<file path="src/rtl/io_bridge_pkg.sv">
// Shared address-map constants for the memory-mapped IO bridge.
package io_bridge_pkg;

    localparam logic [31:0] DEF_BASE_ADDR = 32'h1001_0000;
    localparam logic [31:0] WIN_SIZE      = 32'h0000_0200;
    localparam logic [31:0] OUT_STRIDE    = 32'h0000_0010;
    localparam logic [31:0] IN_OFS        = 32'h0000_0100;
    localparam logic [31:0] EDGE_OFS      = 32'h0000_0004;

    // Window offset of channel k inside a register bank starting at bank_ofs.
    function automatic logic [31:0] chan_ofs(input logic [31:0] bank_ofs, input int k);
        return bank_ofs + OUT_STRIDE * 32'(k);
    endfunction

endpackage

</file>
<file path="src/rtl/io_debounce.sv">
// Two-flop synchronizer followed by a stability-count debouncer for one input channel.
module io_debounce
    import io_bridge_pkg::*;
#(
    parameter int W         = 4,
    parameter int DB_CYCLES = 16
) (
    input  logic         clk,
    input  logic         rst,
    input  logic [W-1:0] raw_i,
    output logic [W-1:0] stable_o
);

    localparam int             CNT_W    = $clog2(DB_CYCLES);
    localparam logic [CNT_W-1:0] CNT_LAST = CNT_W'(DB_CYCLES - 2);

    logic [W-1:0]     sync1_q, sync2_q, prev_q;
    logic [W-1:0]     stable_q, stable_d;
    logic [CNT_W-1:0] cnt_q, cnt_d;

    // The sample that first shows a new value restarts the count at 0, so the
    // stable value takes it on the DB_CYCLES-th identical sample.
    always_comb begin
        cnt_d    = cnt_q;
        stable_d = stable_q;
        if (sync2_q == stable_q) begin
            cnt_d = '0;
        end else if (sync2_q != prev_q) begin
            cnt_d = '0;
        end else if (cnt_q == CNT_LAST) begin
            cnt_d    = '0;
            stable_d = sync2_q;
        end else begin
            cnt_d = cnt_q + CNT_W'(1);
        end
    end

    always_ff @(posedge clk) begin
        if (rst) begin
            sync1_q  <= '0;
            sync2_q  <= '0;
            prev_q   <= '0;
            cnt_q    <= '0;
            stable_q <= '0;
        end else begin
            sync1_q  <= raw_i;
            sync2_q  <= sync1_q;
            prev_q   <= sync2_q;
            cnt_q    <= cnt_d;
            stable_q <= stable_d;
        end
    end

    assign stable_o = stable_q;

endmodule

</file>
<file path="src/rtl/io_bridge.sv">
// CPU-facing IO window: output channel registers, debounced inputs, optional
// read-to-clear rising-edge capture enabled by macro IO_BRIDGE_EDGE_EN.
module io_bridge
    import io_bridge_pkg::*;
#(
    parameter logic [31:0] BASE_ADDR = DEF_BASE_ADDR,
    parameter int          N_OUT     = 2,
    parameter int          N_IN      = 2,
    parameter int          IN_W      = 4,
    parameter int          DB_CYCLES = 16
) (
    input  logic                 clk,
    input  logic                 rst,
    input  logic [31:0]          addr,
    input  logic                 cs,
    input  logic                 sig_w,
    input  logic                 sig_r,
    input  logic [31:0]          wdata,
    input  logic [31:0]          data_fmem,
    input  logic [N_IN*IN_W-1:0] in_raw,
    output logic [31:0]          rdata,
    output logic [N_OUT*32-1:0]  out_data,
    output logic [N_OUT-1:0]     out_stb,
    output logic                 io_hit
);

    logic [31:0]          win_ofs_s;
    logic                 win_hit_s;
    logic [N_OUT-1:0]     wr_sel_s;
    logic [N_IN*IN_W-1:0] lvl_s, edge_s;
    logic [31:0]          rd_io_s, lvl_ext_s, edge_ext_s;
    logic [N_OUT*32-1:0]  out_data_q, out_data_d;
    logic [N_OUT-1:0]     out_stb_q;

    // Addresses below BASE_ADDR wrap to large offsets and fall outside the window.
    assign win_ofs_s = addr - BASE_ADDR;
    assign win_hit_s = (win_ofs_s < WIN_SIZE);
    assign io_hit    = cs & win_hit_s;

    for (genvar g = 0; g < N_IN; g++) begin : g_db
        io_debounce #(
            .W         (IN_W),
            .DB_CYCLES (DB_CYCLES)
        ) u_db (
            .clk      (clk),
            .rst      (rst),
            .raw_i    (in_raw[g*IN_W +: IN_W]),
            .stable_o (lvl_s[g*IN_W +: IN_W])
        );
    end

    always_comb begin
        wr_sel_s   = '0;
        rd_io_s    = 32'h0;
        lvl_ext_s  = 32'h0;
        edge_ext_s = 32'h0;
        for (int k = 0; k < N_OUT; k++) begin
            wr_sel_s[k] = io_hit & sig_w & (win_ofs_s == chan_ofs(32'h0, k));
        end
        for (int k = 0; k < N_IN; k++) begin
            lvl_ext_s              = 32'h0;
            edge_ext_s             = 32'h0;
            lvl_ext_s[IN_W-1:0]    = lvl_s[k*IN_W +: IN_W];
            edge_ext_s[IN_W-1:0]   = edge_s[k*IN_W +: IN_W];
            rd_io_s = rd_io_s
                    | ({32{win_ofs_s == chan_ofs(IN_OFS, k)}} & lvl_ext_s)
                    | ({32{win_ofs_s == chan_ofs(IN_OFS + EDGE_OFS, k)}} & edge_ext_s);
        end
    end

    assign rdata = win_hit_s ? rd_io_s : data_fmem;

    always_comb begin
        out_data_d = out_data_q;
        for (int k = 0; k < N_OUT; k++) begin
            if (wr_sel_s[k]) begin
                out_data_d[k*32 +: 32] = wdata;
            end else begin
                out_data_d[k*32 +: 32] = out_data_q[k*32 +: 32];
            end
        end
    end

    always_ff @(posedge clk) begin
        if (rst) begin
            out_data_q <= '0;
            out_stb_q  <= '0;
        end else begin
            out_data_q <= out_data_d;
            out_stb_q  <= wr_sel_s;
        end
    end

    assign out_data = out_data_q;
    assign out_stb  = out_stb_q;

`ifdef IO_BRIDGE_EDGE_EN
    logic [N_IN-1:0]      clr_sel_s;
    logic [N_IN*IN_W-1:0] edge_q, edge_d, lvl_prev_q;

    // A new rising edge wins over a concurrent read-clear of the same bit.
    always_comb begin
        clr_sel_s = '0;
        edge_d    = edge_q;
        for (int k = 0; k < N_IN; k++) begin
            clr_sel_s[k] = io_hit & sig_r & (win_ofs_s == chan_ofs(IN_OFS + EDGE_OFS, k));
            if (clr_sel_s[k]) begin
                edge_d[k*IN_W +: IN_W] = {IN_W{1'b0}};
            end else begin
                edge_d[k*IN_W +: IN_W] = edge_q[k*IN_W +: IN_W];
            end
        end
        edge_d = edge_d | (lvl_s & ~lvl_prev_q);
    end

    always_ff @(posedge clk) begin
        if (rst) begin
            edge_q     <= '0;
            lvl_prev_q <= '0;
        end else begin
            edge_q     <= edge_d;
            lvl_prev_q <= lvl_s;
        end
    end

    assign edge_s = edge_q;
`else
    logic unused_sig_r_s;

    assign edge_s         = '0;
    assign unused_sig_r_s = sig_r;
`endif

endmodule

</file>
<file path="config.mk">
export PLATFORM = sky130hd
export DESIGN_NAME = io_bridge
export DESIGN_NICKNAME = d
export VERILOG_FILES = /design/src/rtl/io_bridge_pkg.sv /design/src/rtl/io_debounce.sv /design/src/rtl/io_bridge.sv
export SDC_FILE = /design/constraint.sdc
export NUM_CORES = 1
export LEC_CHECK = 0
export CORE_MARGIN = 2
export CORE_UTILIZATION = 30
export CTS_BUF_LIST = sky130_fd_sc_hd__clkbuf_4 sky130_fd_sc_hd__clkbuf_8
export DETAILED_ROUTE_END_ITERATION = 16
export GPL_TIMING_DRIVEN = 0
export HOLD_SLACK_MARGIN = 0.03
export MAX_ROUTING_LAYER = met4
export SLEW_MARGIN = 20
export SYNTH_ARGS = -nofsm -noshare
export SYNTH_HDL_FRONTEND = slang
export SYNTH_SLANG_ARGS = --single-unit
</file>
<file path="constraint.sdc">
create_clock -name clk -period 2.52 [get_ports clk]
set_clock_uncertainty 0.2 [all_clocks]
set_input_delay 0.252 -clock clk [delete_from_list [all_inputs] [get_ports clk]]
set_output_delay 0.252 -clock clk [all_outputs]
set_load 0.05 [all_outputs]
</file>
-- Yosys cells after proc, flatten, opt, wreduce, memory -nomap -nowiden
Index checks and enable logic that the tools add are counted.
- add/subtract/negate cells: 3
- $lt $le $gt $ge: 1
- bitwise logic cells: 11
- eq/ne operators: 9
- reductions and logical operators: 5
- mux-type cells: 1
- operators by type and width (operator ; count):
    32-bit by 4-bit bitwise AND with 32-bit output ; 2
    32-bit by 9-bit equality test with 1-bit output, second input constant ; 2
    32-bit by 5-bit equality test with 1-bit output, second input constant ; 1
    32-bit logical NOT ; 1
    32-bit by 10-bit < comparator with 1-bit output, second input constant ; 1
    32-bit two-way mux ; 1
    32-bit OR ; 1
    32-bit by 29-bit subtractor with 32-bit output, second input constant ; 1
    4-bit by 1-bit adder with 4-bit output, second input constant ; 2
    4-bit equality test ; 2
    4-bit equality test, second input constant ; 2
    4-bit != test ; 2
    4-bit OR reduction ; 2
    3-bit AND reduction ; 2
    1-bit bitwise AND ; 4
    1-bit NOT ; 4
- logic and storage cells: 43
- bits in registers: 106

-- Depth between registers and ports, before layout
- depth in word-level cells: 5
- mapped depth: 6
- depth with buffers taken out: 6

-- Modules after synthesis
A second synthesis with hierarchy kept.
- cells, all modules: 440
- area, all modules: 4600.7 µm²
- by module, submodules not included (module ; times used ; area each (µm²) ; cells each):
    io_bridge ; 1 ; 3134.3 ; 312
    io_debounce ; 2 ; 733.2 ; 64

-- Worst setup path after synthesis
No wires, ideal clock.
- path kind: input to output
- from: in addr[14]
- to: out rdata[3]
- arrival time: 2605 ps
- slack: -537 ps
- cell stages on the path: 6
- required time: 2068 ps
- cells stage by stage: nor4_2 > nand4_2 > or2_2 > clkbuf_1 > clkbuf_1 > o31ai_1
- word-level cells in the longest chain between the ends: 5
- elaborated cells between the ends (all ways): 8
- those cells by class: add/sub: 1; order compare: 1; eq/ne: 2; mux: 1; bitwise: 3
- RTL lines (item ; RTL line ; text):
    start, declared ; io_bridge.sv:14 ; input logic [31:0] addr,
    32-bit by 29-bit subtractor with 32-bit output * ; io_bridge.sv:36 ; assign win_ofs_s = addr - BASE_ADDR;
    parallel branches: the longest is 3 deep, another holds 32-bit by 10-bit < comparator with 1-bit output ; - ;
    32-bit two-way mux * ; io_bridge.sv:71 ; assign rdata = win_hit_s ? rd_io_s : data_fmem;
    end, declared ; io_bridge.sv:21 ; output logic [31:0] rdata,
Mark *: on every way between the ends.

-- Worst setup path in the final report
- from: in addr[29]
- to: out rdata[15]
Same word-level chain as after synthesis.

==> impl_metrics.ini <==
[clocking]
clockBufferDepth = 2
cts_root_buffer = clkbuf_8
cts_tree = built
worstSkewPairLatency_ns = 0.38
clock_sinks = 106
numCtsBuffers = 9
clk_pin_slew_worst_paths_ns = 0.09
htree_levels = 3

[layout]
drive_above_1_share = 0.125
num_antenna_cells = 0
final_nets = 772
syn_to_final_growth_pct = 54.5

[yosys]
syn_nets = 554
yosysUniqueCellTypes = 30
synth_area_leaders = dfxtp_1, mux2i_1, nand2b_1, nor2b_1, and2_1
async_flop_share = 0
synthCells = 441
syn_area_per_cell_um2 = 10.4
synth_area_um2 = 4590
synth_common_cells = dfxtp_1, nand2b_1, mux2i_1
yosys.area.top_type = dfxtp_1
synth_seq_area_share = 0.462
ys_seq_elements = 106
yosys_warnings = 0
synth_edf_count = 0
synth_top_cell_area_share = 0.462
synth_most_common_cell = dfxtp_1
synth_ff_type = dfxtp_1

[sta]
hold_viol = 0
fin_crit_sh = 0.964
clock.fmax_mhz = 411
setup_ws_ns = 0.0898
setup_viol = 0
drv_slew = 0
slew_headroom = 0.611
fin_hold_ws_ns = 0.106
period_minus_slack_ns = 2.43
tightest_slew_ns = 0.580
rsz0062_at_grt = yes

[floorplan]
initial_core_util = 0.304
coreArea_um2 = 15100
pin_count = 208
die_area_um2 = 16300
die_h_um = 128
rows = 45
die_x_um = 128

[route]
vias = 3719
dr.pass1.iters = 4
wirelength_um = 13100
drc_errors = 0
ant_nets = 0
drt_iter0_drc = 93
wl_per_cell_um = 15.5
viasPerCell = 4.38

[grt]
grt.overflow.total = 0
grt_max_degree = 16
antenna_found_initial = 0
grt_usage = 0.167
grt_pass1_wl_um = 20500
grt_pass1_vias = 3830

[critical_path]
crit_type = input pin to output port
cp_num_buf_inv = 3
critical_path_arrival_ns = 1.98
crit_fanout = 10
critPathTopFamily = simple AND/OR/NAND/NOR gates
slowest_delay_ns = 0.41
cp-end-kind = output port
critical_path.cell_chain = clkdlybuf4s50_1, nor4_2, nand4_2, or2_4, buf_4, and2_1, buf_4
crit_slowest_cell = clkdlybuf4s50_1
critPathMostFrequentCell = buf_4
required_ns = 2.07
start_kind = input pin

[place]
io_buffers = 204
dp_hpwl_um = 10300
place_ws_ns = -1.28
gp_congestion = 0.823

[power_and_ir_drop]
seqPwrFrac = 0.515
leakage_nw = 2.83
clkPwrFrac = 0.346
powerDensity_nw_per_um2 = 466
p_sw_w = 0.000786
intPower_w = 0.00252
irDropWorstVdd_mv = 0.313
pwr-share-comb = 0.139
switching_share = 0.238

[flow_run]
cap_violations = 0

[hold_path]
hold_class = input pin to register

[outcome]
outcome = finished, final reports clean
through the flow:
stage	total power, W	util	setup TNS (ns)	cell area [um^2]	std cells
3_3_place_gp	0.00221	0.456	-55.11	6880	833
3_5_place_dp	0.00221	0.456	-57.27	6880	833
5_1_grt	0.00345	0.470	-0.256	7100	850
4_1_cts	0.00334	0.464	0	7010	850
6_report	0.00331	0.470	0	7100	850
2_1_floorplan	0.00196	-	-1.25	4600	441
worst paths after layout:
kind,slack (ns),start,cells after the start,endpoint
max reg2reg,0.73,g_db[1].u_db.sync2_q[0],4,g_db[1].u_db.stable_o[3]
min,0.11,addr[4],3,out_stb[1]
max,0.09,addr[29],7,rdata[15]
min reg2reg,0.24,g_db[0].u_db.sync1_q[2],1,g_db[0].u_db.sync2_q[2]
tightest hold or removal path, cell delays in order:
cell and delay [ns]:
clkbuf_1 0.19, nand3_1 0.15, nor4_1 0.05
cells in the final DEF, fill, tap and decap left out, types with 5 or more instances in the layout:
master / instances
dfxtp_1: 106
nor2b_1: 32
clkbuf_8: 10
mux2_2: 8
xnor2_1: 10
mux2i_1: 68
buf_6: 5
buf_4: 29
clkbuf_1: 15
nand3_1: 7
nand2b_1: 96
clkdlybuf4s50_1: 167
and2_1: 28
buf_2: 8
nor2_1: 10
xor2_1: 10
sequential cells by signal, indices dropped and copies added (netlist names):
signal,flops
g_db.u_db.cnt_q,8
g_db.u_db.prev_q,8
g_db.u_db.stable_o,8
g_db.u_db.sync1_q,8
g_db.u_db.sync2_q,8
out_data,64
out_stb,2
power by group through the flow:
| stage | registers, W | clock network, W | logic, W |
|---|---|---|---|
| 3_5_place_dp | 0.00174 | 0 | 0.000468 |
| 6_report | 0.00170 | 0.00114 | 0.000460 |
| 5_1_grt | 0.00170 | 0.00126 | 0.000491 |
| 4_1_cts | 0.00170 | 0.00119 | 0.000449 |
| 3_3_place_gp | 0.00174 | 0 | 0.000465 |
| 2_1_floorplan | 0.00174 | 0 | 0.000216 |
cell families after synthesis:
group | after synthesis | share of synthesized area
AO/OA/AOI/OAI | 8 | 0.0109
XOR/XNOR | 20 | 0.0381
adder cells (fa/ha/maj) | 4 | 0.0109
buffers and inverters | 29 | 0.0384
flip-flops | 106 | 0.462
multiplexers | 76 | 0.168
AND/OR/NAND/NOR | 198 | 0.272
area by class of cell:
class | instances | area, um^2
clock buffer | 11 | 145
sequential | 106 | 2120
timing repair buffer | 208 | 1980
tap | 188 | 235
fill | 1437 | 7990
inverter | 3 | 11.3
clock inverter | 3 | 65.1
multi-input combinational | 306 | 2360
buffer | 25 | 180
repair_timing:
item	in CTS	in global routing
gates resized for setup	188	56
hold buffers	0	0
setup buffers	3	0
setup endpoints to repair	63	59
pin swaps	5	5
gates cloned	1	0
layer usage:
metal | vias up | GRT usage | routed length, um
met4 | 0 | 0.0349 | 110
met1 | 1744 | 0.213 | 6030
met3 | 11 | 0.0447 | 639
met5 | - | - | 0
li1 | 1879 | - | -
met2 | 85 | 0.268 | 6360
No activity file was read; power rests on OpenSTA's default activity.
